===== src/rtl/efi_ign_bank.sv =====
// efi_ign_bank -- bank of N_CH angle-scheduled ignition coil drivers.
//
// Each channel starts dwell (coil charging) when the crank angle equals its
// programmed dwell-start angle and sparks when the angle equals its
// dwell-end angle. A per-channel timer aborts any dwell that lasts too long
// and latches a sticky fault bit.
//
// Config is double-buffered. Writes land in a per-channel shadow and set a
// pending flag. All pending shadows move to the active set together, either
// in any cycle without crank sync or on the strobe at angle 0.
//
// Ports
//   clk, reset        clock; synchronous active-high reset
//   synced            crank decoder has sync (angle is meaningful only when 1)
//   angle, angle_stb  current crank angle; one-clk pulse on each new value
//   cfg_we, cfg_ch    config write strobe and target channel index
//   cfg_on, cfg_off   dwell-start and spark angles
//   cfg_en            channel enable
//   fault_clr         clears all sticky fault bits
//   ign               coil drive outputs (polarity set by ACTIVE_HIGH)
//   fault             sticky per-channel max-dwell fault
//   busy              at least one channel is dwelling
//
// Handshake: there is no backpressure. angle_stb qualifies angle for
// exactly one cycle. cfg_we qualifies cfg_ch/cfg_on/cfg_off/cfg_en for
// exactly one cycle and is always accepted.
module efi_ign_bank #(
  parameter int N_CH        = 8,
  parameter int ANGLE_W     = 12,
  parameter int ANGLE_MAX   = 2880,
  parameter int DWELL_W     = 20,
  parameter int MAX_DWELL   = 200000,
  parameter bit ACTIVE_HIGH = 1'b1,
  localparam int CH_W       = (N_CH > 1) ? $clog2(N_CH) : 1
) (
  input  logic               clk,
  input  logic               reset,
  input  logic               synced,
  input  logic [ANGLE_W-1:0] angle,
  input  logic               angle_stb,
  input  logic               cfg_we,
  input  logic [CH_W-1:0]    cfg_ch,
  input  logic [ANGLE_W-1:0] cfg_on,
  input  logic [ANGLE_W-1:0] cfg_off,
  input  logic               cfg_en,
  input  logic               fault_clr,
  output logic [N_CH-1:0]    ign,
  output logic [N_CH-1:0]    fault,
  output logic               busy
);

  typedef enum logic {S_IDLE = 1'b0, S_DWELL = 1'b1} ch_state_e;

  ch_state_e          state_q  [N_CH];
  ch_state_e          state_d  [N_CH];
  logic [DWELL_W-1:0] timer_q  [N_CH];
  logic [DWELL_W-1:0] timer_d  [N_CH];
  logic [ANGLE_W-1:0] sh_on_q  [N_CH];
  logic [ANGLE_W-1:0] sh_on_d  [N_CH];
  logic [ANGLE_W-1:0] sh_off_q [N_CH];
  logic [ANGLE_W-1:0] sh_off_d [N_CH];
  logic [ANGLE_W-1:0] act_on_q [N_CH];
  logic [ANGLE_W-1:0] act_on_d [N_CH];
  logic [ANGLE_W-1:0] act_off_q[N_CH];
  logic [ANGLE_W-1:0] act_off_d[N_CH];
  logic [N_CH-1:0]    sh_en_q, sh_en_d;
  logic [N_CH-1:0]    act_en_q, act_en_d;
  logic [N_CH-1:0]    pend_q, pend_d;
  logic [N_CH-1:0]    fault_q, fault_d;
  logic [N_CH-1:0]    ign_q, ign_d;
  logic [N_CH-1:0]    dwell_d;
  logic               busy_q, busy_d;
  logic               transfer;
  logic               stb_ok;

  always_comb begin
    transfer  = ~synced | (angle_stb & (angle == '0));
    // The angle-range gate alone is enough to make out-of-range on/off
    // angles never match: an equality hit implies the stored angle is
    // in range as well.
    stb_ok    = angle_stb & synced & (int'(angle) < ANGLE_MAX);
    state_d   = state_q;
    timer_d   = timer_q;
    sh_on_d   = sh_on_q;
    sh_off_d  = sh_off_q;
    sh_en_d   = sh_en_q;
    act_on_d  = act_on_q;
    act_off_d = act_off_q;
    act_en_d  = act_en_q;
    pend_d    = pend_q;
    fault_d   = fault_q & ~{N_CH{fault_clr}};
    dwell_d   = '0;

    for (int i = 0; i < N_CH; i++) begin
      // The transfer moves the old shadow. A write in the same cycle then
      // overwrites the shadow and leaves pending set for the next transfer.
      if (transfer && pend_q[i]) begin
        act_on_d[i]  = sh_on_q[i];
        act_off_d[i] = sh_off_q[i];
        act_en_d[i]  = sh_en_q[i];
        pend_d[i]    = 1'b0;
      end
      if (cfg_we && (cfg_ch == CH_W'(i))) begin
        sh_on_d[i]  = cfg_on;
        sh_off_d[i] = cfg_off;
        sh_en_d[i]  = cfg_en;
        pend_d[i]   = 1'b1;
      end

      // Angle matches use the active config held at the start of the cycle.
      // A config transferred on the angle-0 strobe takes effect from the
      // next strobe onward.
      case (state_q[i])
        S_IDLE: begin
          if (stb_ok && act_en_q[i] && (angle == act_on_q[i]) &&
              (act_on_q[i] != act_off_q[i])) begin
            state_d[i] = S_DWELL;
            timer_d[i] = '0;
          end
        end
        S_DWELL: begin
          // Timeout wins over sync loss and over a spark-angle match.
          // The enable bit is not consulted here, so disabling a channel
          // mid-dwell still lets it spark at its off angle.
          if (timer_q[i] == DWELL_W'(MAX_DWELL - 1)) begin
            state_d[i] = S_IDLE;
            fault_d[i] = 1'b1;
          end else if (!synced) begin
            state_d[i] = S_IDLE;
          end else if (stb_ok && (angle == act_off_q[i])) begin
            state_d[i] = S_IDLE;
          end else if (timer_q[i] != DWELL_W'(MAX_DWELL)) begin
            timer_d[i] = timer_q[i] + DWELL_W'(1);
          end
        end
      endcase
      dwell_d[i] = (state_d[i] == S_DWELL);
    end

    ign_d  = ACTIVE_HIGH ? dwell_d : ~dwell_d;
    busy_d = |dwell_d;
  end

  always_ff @(posedge clk) begin
    if (reset) begin
      for (int i = 0; i < N_CH; i++) begin
        state_q[i]   <= S_IDLE;
        timer_q[i]   <= '0;
        sh_on_q[i]   <= '0;
        sh_off_q[i]  <= '0;
        act_on_q[i]  <= '0;
        act_off_q[i] <= '0;
      end
      sh_en_q  <= '0;
      act_en_q <= '0;
      pend_q   <= '0;
      fault_q  <= '0;
      ign_q    <= ACTIVE_HIGH ? '0 : '1;
      busy_q   <= 1'b0;
    end else begin
      for (int i = 0; i < N_CH; i++) begin
        state_q[i]   <= state_d[i];
        timer_q[i]   <= timer_d[i];
        sh_on_q[i]   <= sh_on_d[i];
        sh_off_q[i]  <= sh_off_d[i];
        act_on_q[i]  <= act_on_d[i];
        act_off_q[i] <= act_off_d[i];
      end
      sh_en_q  <= sh_en_d;
      act_en_q <= act_en_d;
      pend_q   <= pend_d;
      fault_q  <= fault_d;
      ign_q    <= ign_d;
      busy_q   <= busy_d;
    end
  end

  assign ign   = ign_q;
  assign fault = fault_q;
  assign busy  = busy_q;

endmodule

===== config.mk =====
export PLATFORM = sky130hd
export DESIGN_NAME = efi_ign_bank
export DESIGN_NICKNAME = d
export VERILOG_FILES = /design/src/rtl/efi_ign_bank.sv
export SDC_FILE = /design/constraint.sdc
export NUM_CORES = 1
export LEC_CHECK = 0
export ABC_CLOCK_PERIOD_IN_PS = 3900
export CORE_ASPECT_RATIO = 0.75
export CORE_MARGIN = 5
export CORE_UTILIZATION = 33
export DETAILED_ROUTE_END_ITERATION = 12
export PLACE_DENSITY_LB_ADDON = 0.08
export SETUP_SLACK_MARGIN = 0.1
export SYNTH_ARGS = -nofsm -noshare
export SYNTH_HDL_FRONTEND = slang
export SYNTH_SLANG_ARGS = --single-unit
export TNS_END_PERCENT = 10

===== constraint.sdc =====
create_clock -name clk -period 3.9 [get_ports clk]
set_input_delay 0.78 -clock clk [delete_from_list [all_inputs] [get_ports clk]]
set_output_delay 0.78 -clock clk [all_outputs]
set_load 0.02 [all_outputs]

======== Yosys cells after proc, flatten, opt, wreduce, memory -nomap -nowiden ========
Index checks and enable logic that the tools add are counted.
word-level totals
  output and inout port bits .............. 17
  register bits after elaboration ......... 593
  memories ................................ 0
  ROM bits ................................ 0
  word-level logic and storage cells ...... 373
  latch bits .............................. 0
  RAM bits ................................ 0
operators by class
  shift operators ......................... 0
  $lt $le $gt $ge ......................... 1
  eq/ne operators ......................... 87
  bitwise operators ....................... 15
  $mul .................................... 0
  multiplexer cells ....................... 120
  reduce and logical (&&, ||, !) cells .... 67
  add/subtract/negate cells ............... 8
  div/mod/pow operators ................... 0
operator list
  operator                                                 number
  2-to-1 mux 20 bit                                        40
  case mux 20 bit (2 select lines)                         8
  == test 12 bit                                           16
  adder 20 x 1 -> 20 bit, second input constant            8
  == test 20 x 18 -> 1 bit, second input constant          8
  inequality test 20 x 18 -> 1 bit, second input constant  8
  inequality test 12 bit                                   8
  2-to-1 mux 1 bit                                         64
  inequality test 2 bit, second input constant             32
  logical AND 1 bit                                        48
  AND reduction 5 bit                                      8
  inequality test 2 x 1 -> 1 bit, second input constant    8
  case mux 1 bit (2 select lines)                          8
  nonzero test 2 bit                                       8
  == test 3 bit, second input constant                     4
  zero test 12 bit                                         1
  < comparator 12 bit, second input constant               1
  NOT 1 bit                                                9
  bitwise AND 8 bit                                        1
  NOT 8 bit                                                1
  OR reduction 8 bit                                       1
  == test 3 x 2 -> 1 bit, second input constant            2
  bitwise AND 1 bit                                        3
  == test 3 x 1 -> 1 bit, second input constant            1
  other kinds (2)                                          2

======== Logic depth before layout (Yosys ltp) ========
  depth in word-level cells ............... 8
  mapped depth ............................ 11
  depth with buffers taken out ............ 8

======== Worst setup path before layout ========
No wires, ideal clock.
  path kind ............................... input-to-reg
  start point ............................. input port angle[7]
  end point ............................... register timer_q[18] (netlist name)
  stages on the path ...................... 8
  library setup time ...................... 0.101 ns
  path buffers ............................ 3
  slack ................................... 0.914 ns
  arrival time ............................ 2.885 ns
  cell sequence ........................... buf_2 o2111ai_1 nand4_1 buf_2 nor4_2 o21ai_2 buf_4 o41ai_1
between the ends
  word-level cells in the longest chain between the ends .. 7
  elaborated cells on any way between the ends .. 11
  classes of those cells .................. order compare: 1; eq/ne: 4; bitwise: 1; reduce/logical: 5
RTL lines
  element                                 line  source
  start, declared                         39    input logic [ANGLE_W-1:0] angle,
  < comparator 12 bit                     81    stb_ok = angle_stb & synced & (int'(angle) < ANGLE_MAX);
  bitwise AND 1 bit                       81
  logical AND 1 bit (3 in a row)          115   if (stb_ok && act_en_q[i] && (angle == act_on_q[i]) &&
  inequality test 2 bit (no source line)  n/a
  AND reduction 5 bit (no source line) *  n/a
  end signal, assigned by index           163   timer_q[i] <= timer_d[i];
  end, declared                           56    logic [DWELL_W-1:0] timer_q [N_CH];
Every way passes the cells marked *; elsewhere a longest branch is shown, timed or not.
A chain may end at the register's enable or synchronous reset.

======== Final worst setup path ========
  start point ............................. input port angle[8]
  end point ............................... register timer_q[139] (netlist name)
The elaborated chain is that of the path after synthesis.

==> flow_summary.ini <==
[global_route]
grt_util_met2_pct = 30.9
grt_pass1_vias = 23078
antenna_found_initial = 6
grt_first_pass_wirelength_microns = 143000
grt_overflow = 0
grt.busiest_layer = met1
met1_usage_pct = 31.1
track_usage_pct = 20.7
grt_max_degree = 119
grtUsageMet3_pct = 2.90

[setup_path]
cp_num_cells = 12
crit_path_end = timer_q[139]
startpoint = angle[8]
r2r-end = busy
path_max_fanout = 6
criticalPathCategory = in -> reg
crit_chain = clkdlybuf4s50_1, o2111ai_1, buf_4, nand4_1, buf_4, nor4_1, buf_4, o21ai_0, buf_4, nand3_1, or4_1, a21oi_1
crit_buf_inv = 5
critPathMaxStageDelay_ns = 0.56
critPathRequiredTime_ns = 4.45
path_delay_family = buffers and inverters
cp_slowest_cell = clkdlybuf4s50_1
cp_common_cell = buf_4
start_kind = input pin
critPathCaptureType = flip-flop
r2r_cells = 8
worstPathArrival_ns = 4.02
rrSetupSlack_ns = 0.93
reg2reg_from = timer_q[9]

[timing]
skew_ns = 0.0402
fmax_mhz = 289
hold_violations = 0
setup_viol = 0
slew_viol_final = 0
maxSlewHeadroom_pct = 21.1
rsz0062_at_grt = no
final.period_utilization_pct = 88.8
period_needed_ns = 3.46
worst_pin_slew_ns = 1.18

[yosys]
ys.flop_type = dfxtp_1
synth_seq_cells = 585
synth_top_area_cell = dfxtp_1
syn_inst = 3493
synthTopCellsByArea = dfxtp_1, nand2_1, a21oi_1
yosysSeqAreaShare_pct = 43.3
async_flop_share_pct = 0
synth_edf_count = 0
synth_cell_types = 69
avgSynthCellArea_sq_um = 7.75
synth_top_area_share_pct = 43.3
synth_nets = 3555
syn_area_sq_um = 27100
synth_warnings = 0

[detailed_routing]
drt_wl_total_microns = 93800
vias = 24491
viasPerCell = 5.28
wl_per_cell_microns = 20.2
drc = 0
ant_nets = 0
first_iter_violations = 2072
dr.pass1.iters = 5

[place]
place_inst = 4530
portBuffers = 62
place_congestion = 0.860
post_dp_cell_area_sq_um = 29300
dpl.hpwl_microns = 61500

[cts]
root_buffer = clkbuf_16
cts_tree = yes
clk_pin_slew_worst_paths_ns = 0.06
post_cts_buffers = 0
clkLatencyLatePin_ns = 0.66
cts_buffers = 61
cts_resized = 0
max-clock-path-buffers = 3
holdBufCountCts = 0
cts.sinks = 585
cts_max_level = 2

[die]
dieArea_sq_um = 87900
start_util_pct = 33.1
num_rows = 91
die-width_microns = 341
core-area_sq_um = 81800
design.portCount = 63
dieHeight_microns = 258

[final_layout]
finish.instance_area_sq_um = 31400
layout-drive-gt1-share_pct = 7.79
area_delta_synth_final_pct = 16.1
instances_no_fill = 4640
fill_cells = 8425
final_nets = 3586
fin_util_pct = 38.4

[hold_path]
worstHoldPathType = reg -> reg

[power_and_ir_drop]
netSwitchingFraction_pct = 23.9
power_density_nw_per_um2 = 414
p_clk_share_pct = 48.1
vdd_drop_max_mv = 0.326
intPower_w = 0.00990
p_sw_w = 0.00310
seq_power_share_pct = 46.5
power.leakage_nw = 10.4
combPwrFrac_pct = 5.4

[flow_run]
max_cap_viol_count = 0

[outcome]
status = complete, no violations
[placed cells by master (no fill, tap or decap), drive strengths merged, types with 7 or more instances in the layout]
| cell type | count |
|---|---|
| and2 | 33 |
| nor2 | 134 |
| clkdlybuf4s50 | 59 |
| and3 | 29 |
| nand3 | 81 |
| nand2 | 921 |
| bufinv | 8 |
| nand4b | 7 |
| or3b | 8 |
| a311oi | 15 |
| nor4 | 63 |
| a21oi | 528 |
| xnor2 | 165 |
| o21a | 26 |
| or4 | 35 |
| nand4 | 79 |
| a211oi | 7 |
| o31ai | 18 |
| nand2b | 10 |
| nor2b | 9 |
| o211ai | 11 |
| clkinv | 10 |
| xor2 | 142 |
| nand3b | 9 |
| clkbuf | 89 |
| o21ai | 98 |
| and4 | 10 |
| ha | 16 |
| nor3 | 44 |
| dfxtp | 585 |
| a31oi | 23 |
| or3 | 41 |
| inv | 43 |
| buf | 139 |
| or2 | 10 |
[through the flow]
| step | power, W | setup slack (ns) | hold slack, ns | setup TNS [ns] |
|---|---|---|---|---|
| after floorplan | 0.00655 | 0.914 | 0.432 | 0 |
| after global placement | 0.00688 | -0.238 | 0.437 | -4.06 |
| after detailed placement | 0.00688 | -0.212 | 0.443 | -3.68 |
| after CTS | 0.0132 | 0.489 | 0.431 | 0 |
| after global routing | 0.0135 | 0.174 | 0.459 | 0 |
| final | 0.0130 | 0.438 | 0.424 | 0 |
[how the worst min path moves through the flow]
stage	start	endpoint	cells past startpoint
after global placement	sh_off_q[5]	act_off_q[5]	2
after detailed placement	sh_en_q[3]	act_en_q[3]	2
final	sh_off_q[15]	act_off_q[15]	2
after global routing	sh_off_q[15]	act_off_q[15]	2
after floorplan	act_en_q[2]	act_en_q[2]	2
after CTS	sh_off_q[15]	act_off_q[15]	2
[flip-flops by register name, summed over array words and instances, names as in the netlist]
signal	cells
timer_q	160
act_off_q	96
act_on_q	96
sh_off_q	96
sh_on_q	96
act_en_q	8
fault	8
pend_q	8
sh_en_q	8
ign	7
busy	1
state_q	1
[cells in the mapped netlist, drive strengths merged, types with 10 or more instances]
cell type and n:
nor3 44, nand2b 10, nand4 79, or2 10, o21a 26, or3 41, a311oi 15, a31oi 23
inv 42, o21ai 98, nor4 63, o211ai 11, nor2 134, a21oi 528, and4 10, and2 33
or4 35, dfxtp 585, nand3 81, xor2 142, xnor2 165, buf 34, clkbuf 196, o31ai 18
ha 16, and3 29, nand2 921
[tightest hold or removal path: cells and delay by family (launching register included)]
family	cells	cell delay, ns
AO/OA/AOI/OAI	1	0.05
flip-flops	1	0.31
AND/OR/NAND/NOR	1	0.05
[layout make-up]
type,count,area [sq um],share of cell area (%)
diodes,1,2.50,0.00796
repair buffers,198,1820,5.81
clock buffers,89,1780,5.67
multi-input cells,2636,14300,45.4
flip-flops and latches,585,11700,37.3
well taps,1069,1340,4.26
clock inverters,20,329,1.05
inverters,42,158,0.502
[layer usage]
metal / share of wire (%) / vias to the layer above
li1: - / 12007
met1: 50 / 11828
met2: 42 / 541
met3: 4.9 / 115
met4: 2.6 / 0
met5: 0 / -
[power groups by stage]
stage	registers, W	clock network (W)	logic (W)
final	0.00605	0.00625	0.000707
after global routing	0.00605	0.00666	0.000753
after floorplan	0.00617	0	0.000373
after global placement	0.00618	0	0.000703
after CTS	0.00605	0.00643	0.000707
after detailed placement	0.00618	0	0.000705
[cell families (layout without fill, tap and decap cells)]
family	Yosys count	after routing	synth area share, %
and+or+nand+nor	1539	1539	25.9
AOI/OAI and AO/OA	766	766	15.8
DFF	585	585	43.3
xor gates and xnor gates	307	307	9.93
buffers and inverters	272	349	4.06
adders and majority gates	16	16	0.740
muxes	8	8	0.314
other	0	1	0
Power figures use the tool's default switching activity.
